<file path="src/rtl/fetch_pkg.sv">
// Shared fetch-stage types and constants, also used by the control unit.
package fetch_pkg;

    localparam int unsigned XLEN     = 64;
    localparam int unsigned ILEN     = 32;
    localparam logic [31:0] NOP_INST = 32'h0000_0013;

    typedef enum logic [1:0] {
        FETCH = 2'd0,
        WAIT  = 2'd1,
        FULL  = 2'd2,
        FAULT = 2'd3
    } fetch_state_t;

endpackage

</file>
<file path="src/rtl/instr_fetch_unit.sv">
// Fetch stage of the RV64 multicycle core: PC register, single-outstanding
// instruction-memory requests and the instruction register feeding decode.
module instr_fetch_unit #(
    parameter int unsigned    XLEN     = fetch_pkg::XLEN,
    parameter int unsigned    ILEN     = fetch_pkg::ILEN,
    parameter logic [XLEN-1:0] RESET_PC = '0
) (
    input  logic            clk,
    input  logic            rst_n,
    output logic            imem_req,
    output logic [XLEN-1:0] imem_addr,
    input  logic            imem_ready,
    input  logic            imem_rvalid,
    input  logic [ILEN-1:0] imem_rdata,
    output logic [ILEN-1:0] ir,
    output logic [XLEN-1:0] ir_pc,
    output logic            ir_valid,
    input  logic            ir_ready,
    input  logic            redirect,
    input  logic [XLEN-1:0] redirect_pc,
    output logic            fault
);

    import fetch_pkg::*;

    fetch_state_t    state_q, state_d;
    logic [XLEN-1:0] pc_q, pc_d;
    logic            discard_q, discard_d;
    logic            ir_load;
    logic            misaligned;

    assign misaligned = (redirect_pc[1:0] != 2'b00);

    // State, PC, IR and discard flag registers
    always_ff @(posedge clk) begin
        if (!rst_n) begin
            state_q   <= FETCH;
            pc_q      <= RESET_PC;
            ir        <= ILEN'(NOP_INST);
            ir_pc     <= '0;
            discard_q <= 1'b0;
        end else begin
            state_q   <= state_d;
            pc_q      <= pc_d;
            discard_q <= discard_d;
            if (ir_load) begin
                ir    <= imem_rdata;
                ir_pc <= pc_q;
            end
        end
    end

    // Next state; redirect outranks everything except the sticky fault
    always_comb begin
        state_d   = state_q;
        pc_d      = pc_q;
        discard_d = discard_q;
        ir_load   = 1'b0;
        unique case (state_q)
            FETCH: begin
                if (redirect) begin
                    if (misaligned) begin
                        state_d   = FAULT;
                        discard_d = 1'b0;
                    end else begin
                        pc_d = redirect_pc;
                        if (imem_ready) begin
                            state_d   = WAIT;
                            discard_d = 1'b1;
                        end
                    end
                end else if (imem_ready) begin
                    state_d = WAIT;
                end
            end
            WAIT: begin
                if (redirect) begin
                    if (misaligned) begin
                        state_d   = FAULT;
                        discard_d = 1'b0;
                    end else begin
                        pc_d = redirect_pc;
                        if (imem_rvalid) begin
                            state_d   = FETCH;
                            discard_d = 1'b0;
                        end else begin
                            discard_d = 1'b1;
                        end
                    end
                end else if (imem_rvalid) begin
                    if (discard_q) begin
                        state_d   = FETCH;
                        discard_d = 1'b0;
                    end else begin
                        ir_load = 1'b1;
                        pc_d    = pc_q + XLEN'(4);
                        state_d = FULL;
                    end
                end
            end
            FULL: begin
                if (redirect) begin
                    if (misaligned) begin
                        state_d = FAULT;
                    end else begin
                        pc_d    = redirect_pc;
                        state_d = FETCH;
                    end
                    discard_d = 1'b0;
                end else if (ir_ready) begin
                    state_d = FETCH;
                end
            end
            FAULT: begin
                discard_d = 1'b0;
            end
            default: begin
                state_d = FETCH;
            end
        endcase
    end

    // Outputs decoded from the registered state
    always_comb begin
        imem_req  = rst_n && (state_q == FETCH);
        imem_addr = pc_q;
        ir_valid  = (state_q == FULL);
        fault     = (state_q == FAULT);
    end

endmodule

</file>
<file path="config.mk">
export PLATFORM = sky130hd
export DESIGN_NAME = instr_fetch_unit
export DESIGN_NICKNAME = d
export VERILOG_FILES = /design/src/rtl/fetch_pkg.sv /design/src/rtl/instr_fetch_unit.sv
export SDC_FILE = /design/constraint.sdc
export NUM_CORES = 1
export LEC_CHECK = 0
export ABC_AREA = 0
export BUFFER_PORTS_ARGS = -buffer_cell sky130_fd_sc_hd__buf_2
export CORE_MARGIN = 8
export CORE_UTILIZATION = 51
export CTS_CLUSTER_DIAMETER = 60
export DETAILED_ROUTE_END_ITERATION = 8
export PLACE_DENSITY = 0.9
export SYNTH_ARGS = -nofsm -noshare
export SYNTH_HDL_FRONTEND = slang
export SYNTH_SLANG_ARGS = --single-unit
</file>
<file path="constraint.sdc">
create_clock -name clk -period 2.68 [get_ports clk]
set_input_delay 0 -clock clk [delete_from_list [all_inputs] [get_ports clk]]
set_output_delay 0 -clock clk [all_outputs]
set_load 0.02 [all_outputs]
</file>
==> results.rst, run 1 <==
.. list-table::
   :header-rows: 1

   * - Metric
     - Value
   * - Count of flip-flops with a built-in enable after synthesis
     - 0
   * - Unrepaired setup endpoints after global routing
     - false
   * - Transition time at the pin with the least slew margin
     - 711 ps
   * - Register bit total from synthesis
     - around 160
   * - Final std cell area, no fill
     - between 10,000 and 15,000 sq um
   * - Min cycle time layout
     - about 2600 ps
   * - Setup_tns
     - 0 ps
   * - Count of max-cap constraint violations
     - 0
   * - Fin crit share
     - 97.8%
   * - Layout-stage area growth over the synthesis result
     - 39.1%
   * - Half-perimeter wire length after detailed placement
     - 20,700 um
   * - Dominant combinational cell family by area after synthesis
     - simple AND/OR/NAND/NOR gates
   * - Filler cells
     - ~1,100
   * - Net count after synthesis
     - 1,137
   * - Endpoints failing hold
     - 0
   * - Crit start category
     - flop
   * - Power per standard cell area
     - just over 800 nW/um^2
   * - Share of final-layout standard cells stronger than drive strength 1
     - 27.4%
   * - Final Total Pwr
     - 0.00889 W
   * - Placer's final routability congestion estimate
     - 0.958
   * - Iter 0 DRT Violations
     - about 1,200
   * - Area of the mapped netlist
     - around 7800 sq um
   * - Status
     - finished, final reports clean
   * - Total number of vias
     - 9,630
   * - Number of setup violations in the final report
     - 0
   * - Final design utilization
     - 72.1%
   * - Multiplexer share of the synthesized area
     - 1.67%
   * - Die Y-Extent
     - 140 um
   * - FF-to-FF End
     - imem_addr[35]$_SDFFE_PN0P_
   * - Number of pins exceeding their max-slew limit in the final report
     - 0
   * - Wire length of the first global-routing pass
     - roughly 49,000 um
   * - Worst IR drop on VDD
     - 0.591 mV
   * - Number of nets in the layout
     - 1,472
   * - Leakage power summed over all cells
     - between 4 and 5 nW
   * - Category of the worst setup path capture point
     - flop
   * - Avg Synthesized Cell Area
     - about 7.6 sq um
   * - Compound-cell area share of the yosys netlist
     - roughly 22%
   * - Ys async rst share
     - 0%
   * - Vias in the first global route
     - roughly 9,000
   * - Largest buffer count on any clock path
     - 2
   * - Count of buffers inserted at the top-level ports
     - 264
   * - Critical path fanouts, max
     - 10
   * - TritonCTS clock tree
     - done
   * - FF-to-FF Start
     - state_q[1]$_SDFFE_PN0P_
   * - Basic-gate share of the synthesized area counting and, or, nand and nor cells
     - 28.6%
   * - Floorplan row count
     - 45
   * - Launching element of the worst setup path
     - state_q[1]$_SDFFE_PN0P_
   * - First-pass DRT Iterations
     - 7
   * - Initial antenna violation count
     - 2
   * - Fin Clk Skew
     - 11.2 ps
   * - Worst-case hold slack
     - 19.1 ps
   * - R2R setup slack
     - 60 ps
   * - DR vias/cell
     - around 6
   * - Average routed wire per standard cell
     - 19.8 um
   * - Number of cells produced by synthesis
     - 1,030
   * - Arrival time of data at the critical path endpoint
     - 2980 ps
   * - Die area
     - slightly below 20,000 sq um
   * - Cts bufs inserted
     - 17
   * - Adder and majority cell fraction of the synthesized area
     - 0.797%
   * - Clock tree sinks
     - 163
   * - Pin count of the biggest net entering global routing
     - 65
   * - Clock root buffer master
     - sky130_fd_sc_hd__clkbuf_16
   * - Highest Clock Rate
     - 381 MHz
   * - Count of pins on the block boundary
     - roughly 270
   * - Die Wd
     - around 140 um
   * - DP Area
     - approximately 9500 sq um
   * - Register clock-pin slew on the reported worst setup and hold paths
     - 70 ps
   * - Worst setup endpoint
     - imem_addr[35]$_SDFFE_PN0P_
   * - Kind of critical path
     - flop to flop
   * - Hold Path Stages
     - 5
   * - Worst min path class
     - primary input to flop
   * - Post-CTS sizing
     - 0
   * - Worst R2R Path Depth
     - 9
   * - H-tree depth reported by CTS
     - 4
   * - Main flop type after synthesis
     - sky130_fd_sc_hd__dfxtp_1
   * - DRC violation count after routing
     - 0
   * - Final antenna-violating net count
     - 0
   * - Number of distinct library cells after synthesis
     - 66
   * - Sequential element share of the synthesized area
     - 41.6%
   * - Count of yosys warnings during synthesis
     - 0
   * - All-Layer GR Usage
     - between 30% and 40%
   * - Xor-xnor portion of the synthesized cell area
     - less than 1%
   * - Core Area
     - between 15,000 and 20,000 sq um
   * - Crit path required time
     - 3040 ps
   * - Effective utilization at floorplan
     - 51.8%
   * - Worst slew margin relative to its limit
     - 52.6%
   * - Clk Latency, worst-skew pair
     - 430 ps
   * - Overflow left after global routing
     - 0
   * - Wirelength, routed
     - 31,100 um
## worst max-delay path, cell delays in order (launching register included)
cell	delay [ps]
sky130_fd_sc_hd__dfxtp_1	410
sky130_fd_sc_hd__inv_1	90
sky130_fd_sc_hd__ha_1	320
sky130_fd_sc_hd__nand2b_1	210
sky130_fd_sc_hd__a21o_1	240
sky130_fd_sc_hd__nand2_1	300
sky130_fd_sc_hd__buf_4	310
sky130_fd_sc_hd__nor4_1	310
sky130_fd_sc_hd__o21ai_0	180
sky130_fd_sc_hd__a21oi_1	180
## power breakdown
group          internal [W]  switching, W
Combinational       0.00115       0.00210
Clock               0.00135       0.00106
Sequential          0.00276      0.000462
Total               0.00526       0.00363
## synth_stat cells (all sizes together) (5+ instances only)
| cell | instances | area (sq um) |
|---|---|---|
| a211oi | 12 | 90.1 |
| a21oi | 143 | 716 |
| a22oi | 9 | 67.6 |
| a311oi | 5 | 43.8 |
| a31oi | 11 | 68.8 |
| and2 | 5 | 31.3 |
| and3 | 11 | 68.8 |
| and4 | 10 | 92.6 |
| buf | 11 | 71.3 |
| clkbuf | 66 | 248 |
| dfxtp | 163 | 3260 |
| ha | 5 | 62.6 |
| inv | 18 | 67.6 |
| mux2i | 12 | 120 |
| nand2 | 254 | 958 |
| nand2b | 5 | 31.3 |
| nand3 | 35 | 180 |
| nand4 | 25 | 196 |
| nor2 | 51 | 191 |
| nor3 | 27 | 156 |
| nor4 | 19 | 146 |
| o21a | 7 | 52.6 |
| o21ai | 44 | 220 |
| o221ai | 20 | 175 |
| o22ai | 7 | 43.8 |
| or3 | 6 | 42.5 |
| or4 | 5 | 45.0 |
## through the flow
step           worst slack, ps  cells
2_1_floorplan              198   1030
3_3_place_gp               347   1452
3_5_place_dp               275   1452
4_1_cts                    184   1566
5_1_grt                  0.557   1567
6_report                  57.8   1567
## timing repair
item | in CTS | in global routing
buffers inserted | 0 | 0
hold buffers | 82 | 0
hold endpoints to repair | 83 | 0
## metal layers
layer | track usage (%) | vias to the layer above | part of all wire [%]
met1 | 37.0 | 4391 | 37
li1 | - | 4363 | -
met3 | 8.29 | 158 | 11
met2 | 49.3 | 716 | 46
met4 | 17.3 | 2 | 5.4
met5 | 0 | - | 0.045
## how the worst min path moves through the flow
stage                          startpoint                          to  slack, ps
final                     redirect_pc[12]  imem_addr[12]$_SDFFE_PN0P_         20
after global placement      imem_rdata[0]          ir[0]$_SDFFE_PN1P_        210
after CTS                 redirect_pc[12]  imem_addr[12]$_SDFFE_PN0P_          3
after detailed placement    imem_rdata[0]          ir[0]$_SDFFE_PN1P_        210
after global routing      redirect_pc[12]  imem_addr[12]$_SDFFE_PN0P_         50
after floorplan             imem_rdata[0]          ir[0]$_SDFFE_PN1P_        120
## registers in the layout, indices dropped and copies added (netlist names)
name and count:
ir 32, imem_addr 64, state_q 2, discard_q 1, ir_pc 64
## cells by family (layout without fill, tap and decap cells)
kind of cell / Yosys count / in the layout
simple gates: 466 / 466
flops: 163 / 163
xor+xnor: 2 / 2
fa+ha+maj: 5 / 5
mux: 13 / 13
compound gates: 285 / 285
other cells: 0 / 1
buf+inv: 96 / 444
## placed cells by master (no fill, tap or decap), drive strengths merged, types with 5 or more instances in the layout
cell and count:
and2 5, and4 10, or4 5, a21oi 143, buf 311, o22ai 7, dlygate4sd3 82, and3 11
a22oi 9, a31oi 11, nand2b 5, nand4 25, or3 6, dfxtp 163, nor3 27, o21ai 44
nor2 51, mux2i 12, o221ai 20, o21a 7, nor4 19, nand3 35, ha 5, clkbuf 21
inv 25, a211oi 12, nand2 254, a311oi 5
## area by class of cell
| cell class | count | area, sq um | area share (%) |
|---|---|---|---|
| antenna | 1 | 2.50 | 0.0229 |
| sequential | 163 | 3260 | 29.9 |
| timing repair buffer | 393 | 2540 | 23.3 |
| tap | 188 | 235 | 2.15 |
| clock inverter | 11 | 118 | 1.08 |
| inverter | 19 | 73.8 | 0.676 |
| multi-input combinational | 771 | 4220 | 38.6 |
| clock buffer | 21 | 460 | 4.22 |
(Power assumes the default switching activity.)
==> run 2: changes to the inputs <==
--- a/config.mk
+++ b/config.mk
@@ -12,6 +12,7 @@
 export CTS_CLUSTER_DIAMETER = 60
 export DETAILED_ROUTE_END_ITERATION = 8
 export PLACE_DENSITY = 0.9
+export REMOVE_ABC_BUFFERS = 1
 export SYNTH_ARGS = -nofsm -noshare
 export SYNTH_HDL_FRONTEND = slang
 export SYNTH_SLANG_ARGS = --single-unit
==> run 2 against run 1 <==
  * Final area shrank 0.15%
  * Die area stayed put
  * Sequential power is essentially flat
  * Hold slack gained 2.8 ps
  * Combinational power decreased by 2%
  * Count of clock-buffer cells in the layout decreased by 3
  * Worst setup slack improved by 190 ps
  * Power down 0.19%
  * Clock skew up 1.5 ps
==> results.rst, run 2 (synthesis results as in run 1) <==
.. list-table::
   :header-rows: 1

   * - Metric
     - Value
   * - Core Area
     - 15,100 sq um
   * - Total number of vias
     - 9,411
   * - Placer's final routability congestion estimate
     - about 0.96
   * - Iter 0 DRT Violations
     - between 800 and 900
   * - Worst IR drop on VDD
     - 0.824 mV
   * - Largest buffer count on any clock path
     - 2
   * - Routing usage on met3
     - under 10%
   * - Leakage power summed over all cells
     - between 4 and 5 nW
   * - Min cycle time layout
     - about 2400 ps
   * - Wire length of the first global-routing pass
     - 48,100 um
   * - Number of nets in the layout
     - 1,474
   * - Die Wd
     - 140 um
   * - Count of pins on the block boundary
     - 265
   * - Number of setup violations in the final report
     - 0
   * - Overflow left after global routing
     - 0
   * - All-Layer GR Usage
     - 30.1%
   * - Kind of critical path
     - flop to flop
   * - Transition time at the pin with the least slew margin
     - 668 ps
   * - Fin crit share
     - between 90% and 100%
   * - Crit start category
     - flop
   * - Endpoints failing hold
     - 0
   * - Final antenna-violating net count
     - 0
   * - Fin Clk Skew
     - approximately 13 ps
   * - Cts bufs inserted
     - 17
   * - Worst-case hold slack
     - 21.9 ps
   * - Highest Clock Rate
     - 411 MHz
   * - Layer with the highest usage
     - met2
   * - Met2 usage in global routing
     - a little under 50%
   * - Average routed wire per standard cell
     - 19.5 um
   * - H-tree depth reported by CTS
     - 4
   * - Clock tree sinks
     - roughly 160
   * - Die Y-Extent
     - around 140 um
   * - DRC violation count after routing
     - 0
   * - Post-CTS sizing
     - 0
   * - Setup_tns
     - 0 ps
   * - Crit path required time
     - 2980 ps
   * - Half-perimeter wire length after detailed placement
     - 20,700 um
   * - Number of cells in the finished layout apart from fillers
     - approximately 1,600
   * - Floorplan row count
     - 45
   * - Category of the worst setup path capture point
     - flop
   * - Count of buffers inserted at the top-level ports
     - 264
   * - Effective utilization at floorplan
     - 51.8%
   * - Worst slew margin relative to its limit
     - 55.4%
   * - DR vias/cell
     - roughly 6.0
   * - TritonCTS clock tree
     - done
   * - Arrival time of data at the critical path endpoint
     - 2730 ps
   * - Die area
     - about 20,000 sq um
   * - Initial antenna violation count
     - 1
   * - Cts hold-fix bufs
     - a little over 80
   * - Share of final-layout standard cells stronger than drive strength 1
     - between 20% and 30%
   * - Register clock-pin slew on the reported worst setup and hold paths
     - 70 ps
   * - Count of max-cap constraint violations
     - 0
   * - Met1 track demand over resource in global routing
     - around 36%
   * - Power per standard cell area
     - 814 nW/um^2
   * - Vias in the first global route
     - ~9,000
   * - Filler cells
     - 1,158
   * - Clk Latency, worst-skew pair
     - 430 ps
   * - Clock root buffer master
     - sky130_fd_sc_hd__clkbuf_16
   * - Critical path fanouts, max
     - 11
   * - Most frequent cells in the layout
     - sky130_fd_sc_hd__buf_2 (264), sky130_fd_sc_hd__nand2_1 (252), sky130_fd_sc_hd__dfxtp_1 (163), sky130_fd_sc_hd__a21oi_1 (143), sky130_fd_sc_hd__dlygate4sd3_1 (82)
   * - Pin count of the biggest net entering global routing
     - 97
   * - Unrepaired setup endpoints after global routing
     - false
   * - Layout-stage area growth over the synthesis result
     - 38.9%
   * - Status
     - finished, final reports clean
   * - First-pass DRT Iterations
     - 5
   * - # placed instances
     - 1,454
   * - Post CTS Setup Buffer Count
     - 0
   * - Number of pins exceeding their max-slew limit in the final report
     - 0
   * - Worst min path class
     - primary input to flop
   * - Most common cell after layout, fill and taps aside
     - sky130_fd_sc_hd__buf_2
   * - Wirelength, routed
     - 30,600 um
[run 2: cell types whose count changed in the layout (fill, tap and decap cells not counted), sizes merged]
cell and delta:
buf +2, bufinv +1, clkbuf -3, clkinv +5
clkinvlp -1, inv -2
[run 2: critical path: stages, from the launching register on]
cell	delay (ps)
sky130_fd_sc_hd__dfxtp_1	430
sky130_fd_sc_hd__and3_1	360
sky130_fd_sc_hd__nand4_2	240
sky130_fd_sc_hd__or4_4	680
sky130_fd_sc_hd__nor2_1	210
sky130_fd_sc_hd__nor4b_1	300
sky130_fd_sc_hd__nor4_1	90
[run 2: where the power goes]
group          total (W)  internal (W)  switching (W)  leakage, nW
Combinational    0.00320       0.00114        0.00206         2.94
Sequential       0.00322       0.00276       0.000459         1.32
Clock            0.00245       0.00139        0.00106        0.281
[run 2: final timing paths]
check | start | end | slack, ps | depth (start not counted)
hold / removal | redirect_pc[12] | imem_addr[12]$_SDFFE_PN0P_ | 20 | 5
setup reg to reg | imem_addr[10]$_SDFFE_PN0P_ | imem_addr[62]$_SDFFE_PN0P_ | 240 | 6
setup / recovery | imem_addr[10]$_SDFFE_PN0P_ | imem_addr[62]$_SDFFE_PN0P_ | 240 | 6
hold reg to reg | ir_pc[21]$_SDFFE_PN0P_ | ir_pc[21]$_SDFFE_PN0P_ | 450 | 2
[run 2: per-layer routing]
layer  part of all wire [%]  wire [um]  vias up
met2                     48      14700      517
met1                     40      12200     4433
met5                      0          0        -
met3                    8.3       2550      103
met4                    3.9       1180        0
li1                       -          -     4358
[run 2: per-stage QoR]
stage / worst slack, ps / instance area, sq um / util [%] / power (W)
after floorplan: -2320 / 7530 / - / 0.00494
after detailed placement: 273 / 9490 / 62.7 / 0.00628
after global placement: 360 / 9490 / 62.7 / 0.00622
after CTS: 263 / 10900 / 72.0 / 0.00882
final: 244 / 10900 / 72.0 / 0.00887
after global routing: 58.1 / 10900 / 72.0 / 0.00928
[run 2: area by class of cell]
type / count / area (sq um) / area share (%)
timing repair buffer: 395 / 2520 / 23.1
multi-input combinational: 771 / 4220 / 38.7
inverter: 19 / 73.8 / 0.677
clock buffer: 18 / 429 / 3.94
tap: 188 / 235 / 2.16
clock inverter: 14 / 155 / 1.42
sequential: 163 / 3260 / 29.9
antenna: 1 / 2.50 / 0.0230
